[src/rtl/axppa_pkg.sv]
// Shared definitions for the approximate-adder error monitor: default
// adder width, monitor FSM states and a small unsigned max helper.
package axppa_pkg;

  localparam int WIDTH_DEFAULT = 8;

  typedef enum logic [1:0] {
    IDLE   = 2'd0,
    RUN    = 2'd1,
    DRAIN  = 2'd2,
    REPORT = 2'd3
  } state_t;

  // Unsigned maximum; ties return the first argument so a running max is
  // left untouched when the new value merely equals it.
  function automatic logic [31:0] max_u(input logic [31:0] a, input logic [31:0] b);
    return (b > a) ? b : a;
  endfunction

endpackage

[src/rtl/ed_stage.sv]
// Stage 1 of the error monitor: forms the signed difference approx-exact,
// its magnitude (error distance) and a nonzero flag, and registers them on
// the edge that accepts the sample together with a valid flag.
module ed_stage
  import axppa_pkg::*;
#(
  parameter int WIDTH = WIDTH_DEFAULT
) (
  input  logic                    clk,
  input  logic                    rst_n,
  input  logic                    i_accept,
  input  logic [WIDTH-1:0]        i_exact,
  input  logic [WIDTH-1:0]        i_approx,
  output logic                    o_valid,
  output logic [WIDTH-1:0]        o_ed,
  output logic                    o_nz,
  output logic signed [WIDTH:0]   o_diff
);

  logic [WIDTH:0]         w_diff;
  logic [WIDTH-1:0]       w_ed;
  logic                   w_nz;

  logic                   r_valid;
  logic [WIDTH-1:0]       r_ed;
  logic                   r_nz;
  logic signed [WIDTH:0]  r_diff;

  // Difference is exact in WIDTH+1 bits because both operands are unsigned
  // WIDTH-bit values; its magnitude always fits back into WIDTH bits.
  always_comb begin
    w_diff = {1'b0, i_approx} - {1'b0, i_exact};
    w_ed   = w_diff[WIDTH] ? WIDTH'(-w_diff) : w_diff[WIDTH-1:0];
    w_nz   = |w_ed;
  end

  // Stage-1 register: valid follows acceptance, payload captured on accept.
  always_ff @(posedge clk) begin
    if (!rst_n) begin
      r_valid <= 1'b0;
      r_ed    <= '0;
      r_nz    <= 1'b0;
      r_diff  <= '0;
    end else begin
      r_valid <= i_accept;
      if (i_accept) begin
        r_ed   <= w_ed;
        r_nz   <= w_nz;
        r_diff <= $signed(w_diff);
      end
    end
  end

  assign o_valid = r_valid;
  assign o_ed    = r_ed;
  assign o_nz    = r_nz;
  assign o_diff  = r_diff;

endmodule

[src/rtl/adder_error_monitor.sv]
// Streaming error-statistics collector for exact vs approximate adder sums.
// Collects error count, sum of error distance, max error distance and
// signed bias over NUM_SAMPLES accepted samples, then offers the results
// on a ready/valid port until the consumer takes them.
module adder_error_monitor
  import axppa_pkg::*;
#(
  parameter  int WIDTH       = WIDTH_DEFAULT,
  parameter  int NUM_SAMPLES = 256,
  localparam int CNT_W       = $clog2(NUM_SAMPLES + 1),
  localparam int ACC_W       = WIDTH + CNT_W
) (
  input  logic                  clk,
  input  logic                  rst_n,
  input  logic                  start,
  input  logic                  in_valid,
  output logic                  in_ready,
  input  logic [WIDTH-1:0]      sum_exact,
  input  logic [WIDTH-1:0]      sum_approx,
  output logic                  busy,
  output logic                  res_valid,
  input  logic                  res_ready,
  output logic [CNT_W-1:0]      err_count,
  output logic [ACC_W-1:0]      ed_sum,
  output logic [WIDTH-1:0]      ed_max,
  output logic signed [ACC_W:0] bias_sum
);

  state_t                 r_state;
  state_t                 w_state_next;

  logic                   w_accept;
  logic                   w_last;
  logic                   w_clear;

  logic                   w_s1_valid;
  logic [WIDTH-1:0]       w_s1_ed;
  logic                   w_s1_nz;
  logic signed [WIDTH:0]  w_s1_diff;

  logic [CNT_W-1:0]       r_sample_cnt;
  logic [CNT_W-1:0]       r_err_count;
  logic [ACC_W-1:0]       r_ed_sum;
  logic [WIDTH-1:0]       r_ed_max;
  logic signed [ACC_W:0]  r_bias_sum;

  assign in_ready  = (r_state == RUN);
  assign busy      = (r_state == RUN) || (r_state == DRAIN);
  assign res_valid = (r_state == REPORT);

  assign w_accept  = in_valid & in_ready;
  assign w_last    = (r_sample_cnt == CNT_W'(NUM_SAMPLES - 1));
  assign w_clear   = (r_state == IDLE) && start;

  ed_stage #(
    .WIDTH (WIDTH)
  ) u_ed_stage (
    .clk      (clk),
    .rst_n    (rst_n),
    .i_accept (w_accept),
    .i_exact  (sum_exact),
    .i_approx (sum_approx),
    .o_valid  (w_s1_valid),
    .o_ed     (w_s1_ed),
    .o_nz     (w_s1_nz),
    .o_diff   (w_s1_diff)
  );

  // FSM state register.
  always_ff @(posedge clk) begin
    if (!rst_n) begin
      r_state <= IDLE;
    end else begin
      r_state <= w_state_next;
    end
  end

  // Next-state logic. DRAIN never accepts a sample, so stage 1 is empty
  // after the first DRAIN edge and REPORT follows one cycle later.
  always_comb begin
    w_state_next = r_state;
    case (r_state)
      IDLE:    if (start) w_state_next = RUN;
      RUN:     if (w_accept && w_last) w_state_next = DRAIN;
      DRAIN:   if (!w_accept) w_state_next = REPORT;
      REPORT:  if (res_ready) w_state_next = IDLE;
      default: w_state_next = IDLE;
    endcase
  end

  // Sample counter: cleared by start in IDLE, bumped on each acceptance.
  always_ff @(posedge clk) begin
    if (!rst_n) begin
      r_sample_cnt <= '0;
    end else if (w_clear) begin
      r_sample_cnt <= '0;
    end else if (w_accept) begin
      r_sample_cnt <= r_sample_cnt + CNT_W'(1);
    end
  end

  // Stage 2: fold the registered stage-1 result into the accumulators.
  always_ff @(posedge clk) begin
    if (!rst_n) begin
      r_err_count <= '0;
      r_ed_sum    <= '0;
      r_ed_max    <= '0;
      r_bias_sum  <= '0;
    end else if (w_clear) begin
      r_err_count <= '0;
      r_ed_sum    <= '0;
      r_ed_max    <= '0;
      r_bias_sum  <= '0;
    end else if (w_s1_valid) begin
      r_err_count <= r_err_count + CNT_W'(w_s1_nz);
      r_ed_sum    <= r_ed_sum + ACC_W'(w_s1_ed);
      r_ed_max    <= WIDTH'(max_u(32'(r_ed_max), 32'(w_s1_ed)));
      r_bias_sum  <= r_bias_sum + (ACC_W + 1)'(w_s1_diff);
    end
  end

  assign err_count = r_err_count;
  assign ed_sum    = r_ed_sum;
  assign ed_max    = r_ed_max;
  assign bias_sum  = r_bias_sum;

endmodule

[config.mk]
export PLATFORM = sky130hd
export DESIGN_NAME = adder_error_monitor
export DESIGN_NICKNAME = d
export VERILOG_FILES = /design/src/rtl/axppa_pkg.sv /design/src/rtl/ed_stage.sv /design/src/rtl/adder_error_monitor.sv
export SDC_FILE = /design/constraint.sdc
export NUM_CORES = 1
export LEC_CHECK = 0
export CORE_MARGIN = 1.5
export CORE_UTILIZATION = 50
export CTS_CLUSTER_DIAMETER = 150
export DETAILED_ROUTE_END_ITERATION = 12
export PLACE_DENSITY_LB_ADDON = 0.12
export SLEW_MARGIN = 40
export SYNTH_ARGS = -nofsm -noshare
export SYNTH_HDL_FRONTEND = slang
export SYNTH_SLANG_ARGS = --single-unit
[constraint.sdc]
create_clock -name clk -period 7.55 [get_ports clk]
set_clock_uncertainty 0.05 [all_clocks]
set_input_delay 0.755 -clock clk [delete_from_list [all_inputs] [get_ports clk]]
set_output_delay 0.755 -clock clk [all_outputs]
set_load 0.01 [all_outputs]
==> out/results.ini <==
[finish]
layout_commonest_cell=nor2_1
layout_common_cells=nor2_1, dfxtp_1, clkdlybuf4s50_1
finalNonFillerCells=804
drive_gt1_share_pct=4.32
areaGrowthSynthToFinish_pct=20.9
nets=742
diodes=0

[power]
p_leak_nw=2.33
irDropWorstVdd_mv=0.0961
powerDensity_mw_per_mm2=195
finalPower_mw=1.18

[synth]
synthCells=596
ys_types=52
synth_top_area_share_pct=32.6
synth_nets=671
syn-cell-area_sq_mm=0.00498
ys_ff_latch=81
yosysSeqAreaShare_pct=32.6
yosysTopAreaCell=dfxtp_1
postSynthAreaPerCell_sq_um=8.36
ys_async_sr_fraction_pct=0
synthFlopType=dfxtp_1
synthTopCellsByArea=dfxtp_1, ha_1, nor2_1, mux2i_1, xor2_1
synth-edff-count=0
yosys_warnings=0

[global_route]
grt_antenna_before_repair=0
track_usage_pct=20.5
grt_pass1_vias=3833
grt_pass1_wl_um=17100
grt_max_degree=62
gr-total-overflow=0

[clock_network]
clk_latency_ns=0.36
cts_buffers=9
clock_path_buffers=2
htreeDepth=3
clock_sinks=81
cts_resized=0
root_buffer=clkbuf_8
clk_pin_slew_worst_paths_ns=0.08
ctsHoldBuffers=0
cts_tree=done
post_cts_buffers=0

[timing]
setup_viol=0
max_freq_ghz=0.290
worst_slew_pin_slew_ns=0.812
fin_crit_ns=3.44
rsz0062_at_grt=false
hold_violations=0
max_slew_margin_pct=45.8
drv_slew=0
setup-tns-final_ns=0
finalCritPeriodShare_pct=45.6

[worst_setup_path]
cp_slowest_stage_delay_ns=0.53
path_buf_inv=3
worst-r2r-setup-slack_ns=4.60
crit_family=adder cells
crit_arrival_ns=3.64
cpMaxStageDelayCell=fa_1
crit_chain=clkdlybuf4s50_1, ha_1, inv_1, fa_1, inv_1, ha_1, and4_1, o21a_1, nor3_1, nor2_1, a21oi_1, xnor2_1, nor3_1, a31oi_1
end_kind=flop
required_ns=7.75
worst-setup-path-type=in2reg
cp-start-kind=primary input
worstPathMaxFanout=6

[outcome]
status=complete, no violations

[routing]
num_vias=4245
drt-vias-per-instance=5.28
wl_met2_um=4860
drt_iter0_markers=120
first_pass_iters=4
wirelength_um=10400
postRouteAntennaNets=0
wl_met1_um=5000
top_layer_used=met4
drcViolationCount=0
post_drt_wl_per_cell_um=13.0
dr_wl_met3_um=373

[die]
die_area_sq_mm=0.0106
placeableCoreArea_sq_mm=0.00973
die_w_um=103
fp-row-count=36
io_pins=76
start_util_pct=51.2
die_y_um=103

[placed_design]
io_buffer_count=75
dpl.cell_count=789
routabilityCongestion=0.860
place_hpwl_um=7890

[job]
max_cap_violations=0

[min_path]
hp-class=reg2reg

[stage by stage]
| stage | instance area, sq um | hold slack, ns | setup slack (ns) | utilization (%) |
|---|---|---|---|---|
| after global placement | 5850 | 0.409 | 3.83 | 60.1 |
| after CTS | 6020 | 0.428 | 4.12 | 61.9 |
| final | 6020 | 0.424 | 4.11 | 61.9 |
| after floorplan | 4980 | 0.390 | 4.40 | - |
| after detailed placement | 5850 | 0.417 | 3.73 | 60.1 |
| after global routing | 6020 | 0.450 | 3.99 | 61.9 |
[final cells by class]
type | instances | area, sq um
Inverter | 39 | 146
Clock inverter | 5 | 32.5
Multi-Input combinational cell | 459 | 3150
Clock buffer | 10 | 138
Fill cell | 899 | 3710
Timing Repair Buffer | 77 | 766
Tap cell | 133 | 166
Sequential cell | 81 | 1620
[final timing paths]
kind | start | to | cells after the start
hold / removal | u_ed_stage.o_diff[4] | u_ed_stage.o_diff[4] | 2
setup / recovery | sum_exact[0] | u_ed_stage.o_nz | 14
setup reg to reg | u_ed_stage.o_diff[0] | bias_sum[16] | 11
hold reg to reg | u_ed_stage.o_diff[4] | u_ed_stage.o_diff[4] | 2
[flip-flops by register name, summed over array words and instances (netlist names)]
name and count:
u_ed_stage.o_valid 1, bias_sum 18, u_ed_stage.o_nz 1, u_ed_stage.o_ed 7, ed_sum 17, err_count 9
u_ed_stage.o_diff 9, ed_max 8, r_state 2, r_sample_cnt 9
[kinds of logic after synthesis]
logic type	after synthesis	synth area share (%)
AOI/OAI and AO/OA	131	17.8
and+or+nand+nor	205	18.5
DFF	81	32.6
buffers and inverters	56	4.22
xor gates and xnor gates	44	7.89
muxes	25	5.03
adders and majority gates	54	14.0
[synth_stat cells, drive strengths merged (5+ instances only)]
cell,count
mux2i,25
clkbuf,16
nand2,49
nor3,9
xnor2,17
o21ai,27
nand3,5
a21o,9
and3,7
a21oi,46
a211oi,14
xor2,27
nor2,93
o21a,7
nor2b,8
nand4,9
and2,5
inv,37
dfxtp,81
or3,9
ha,51
[worst reg2reg max path, cell delays in order, from the launching register on]
cell	delay, ns
dfxtp_1	0.52
ha_1	0.24
inv_1	0.06
fa_1	0.41
nor2b_1	0.17
o21bai_1	0.11
a32oi_2	0.29
a31oi_1	0.20
o311ai_1	0.33
a21oi_1	0.14
xor2_1	0.15
a211oi_1	0.22
[layer usage]
layer / vias to the layer above / global-route usage (%)
met1: 1931 / 26.1
met2: 84 / 34.2
li1: 2216 / -
met3: 14 / 4.75
met5: - / 0
met4: 0 / 7.28
[where the power goes]
part	internal (mW)	total [mW]	switching [mW]
clock	0.125	0.283	0.158
sequential	0.460	0.504	0.0438
combinational	0.170	0.389	0.220
Note: power is estimated with default switching activity, not from simulation.
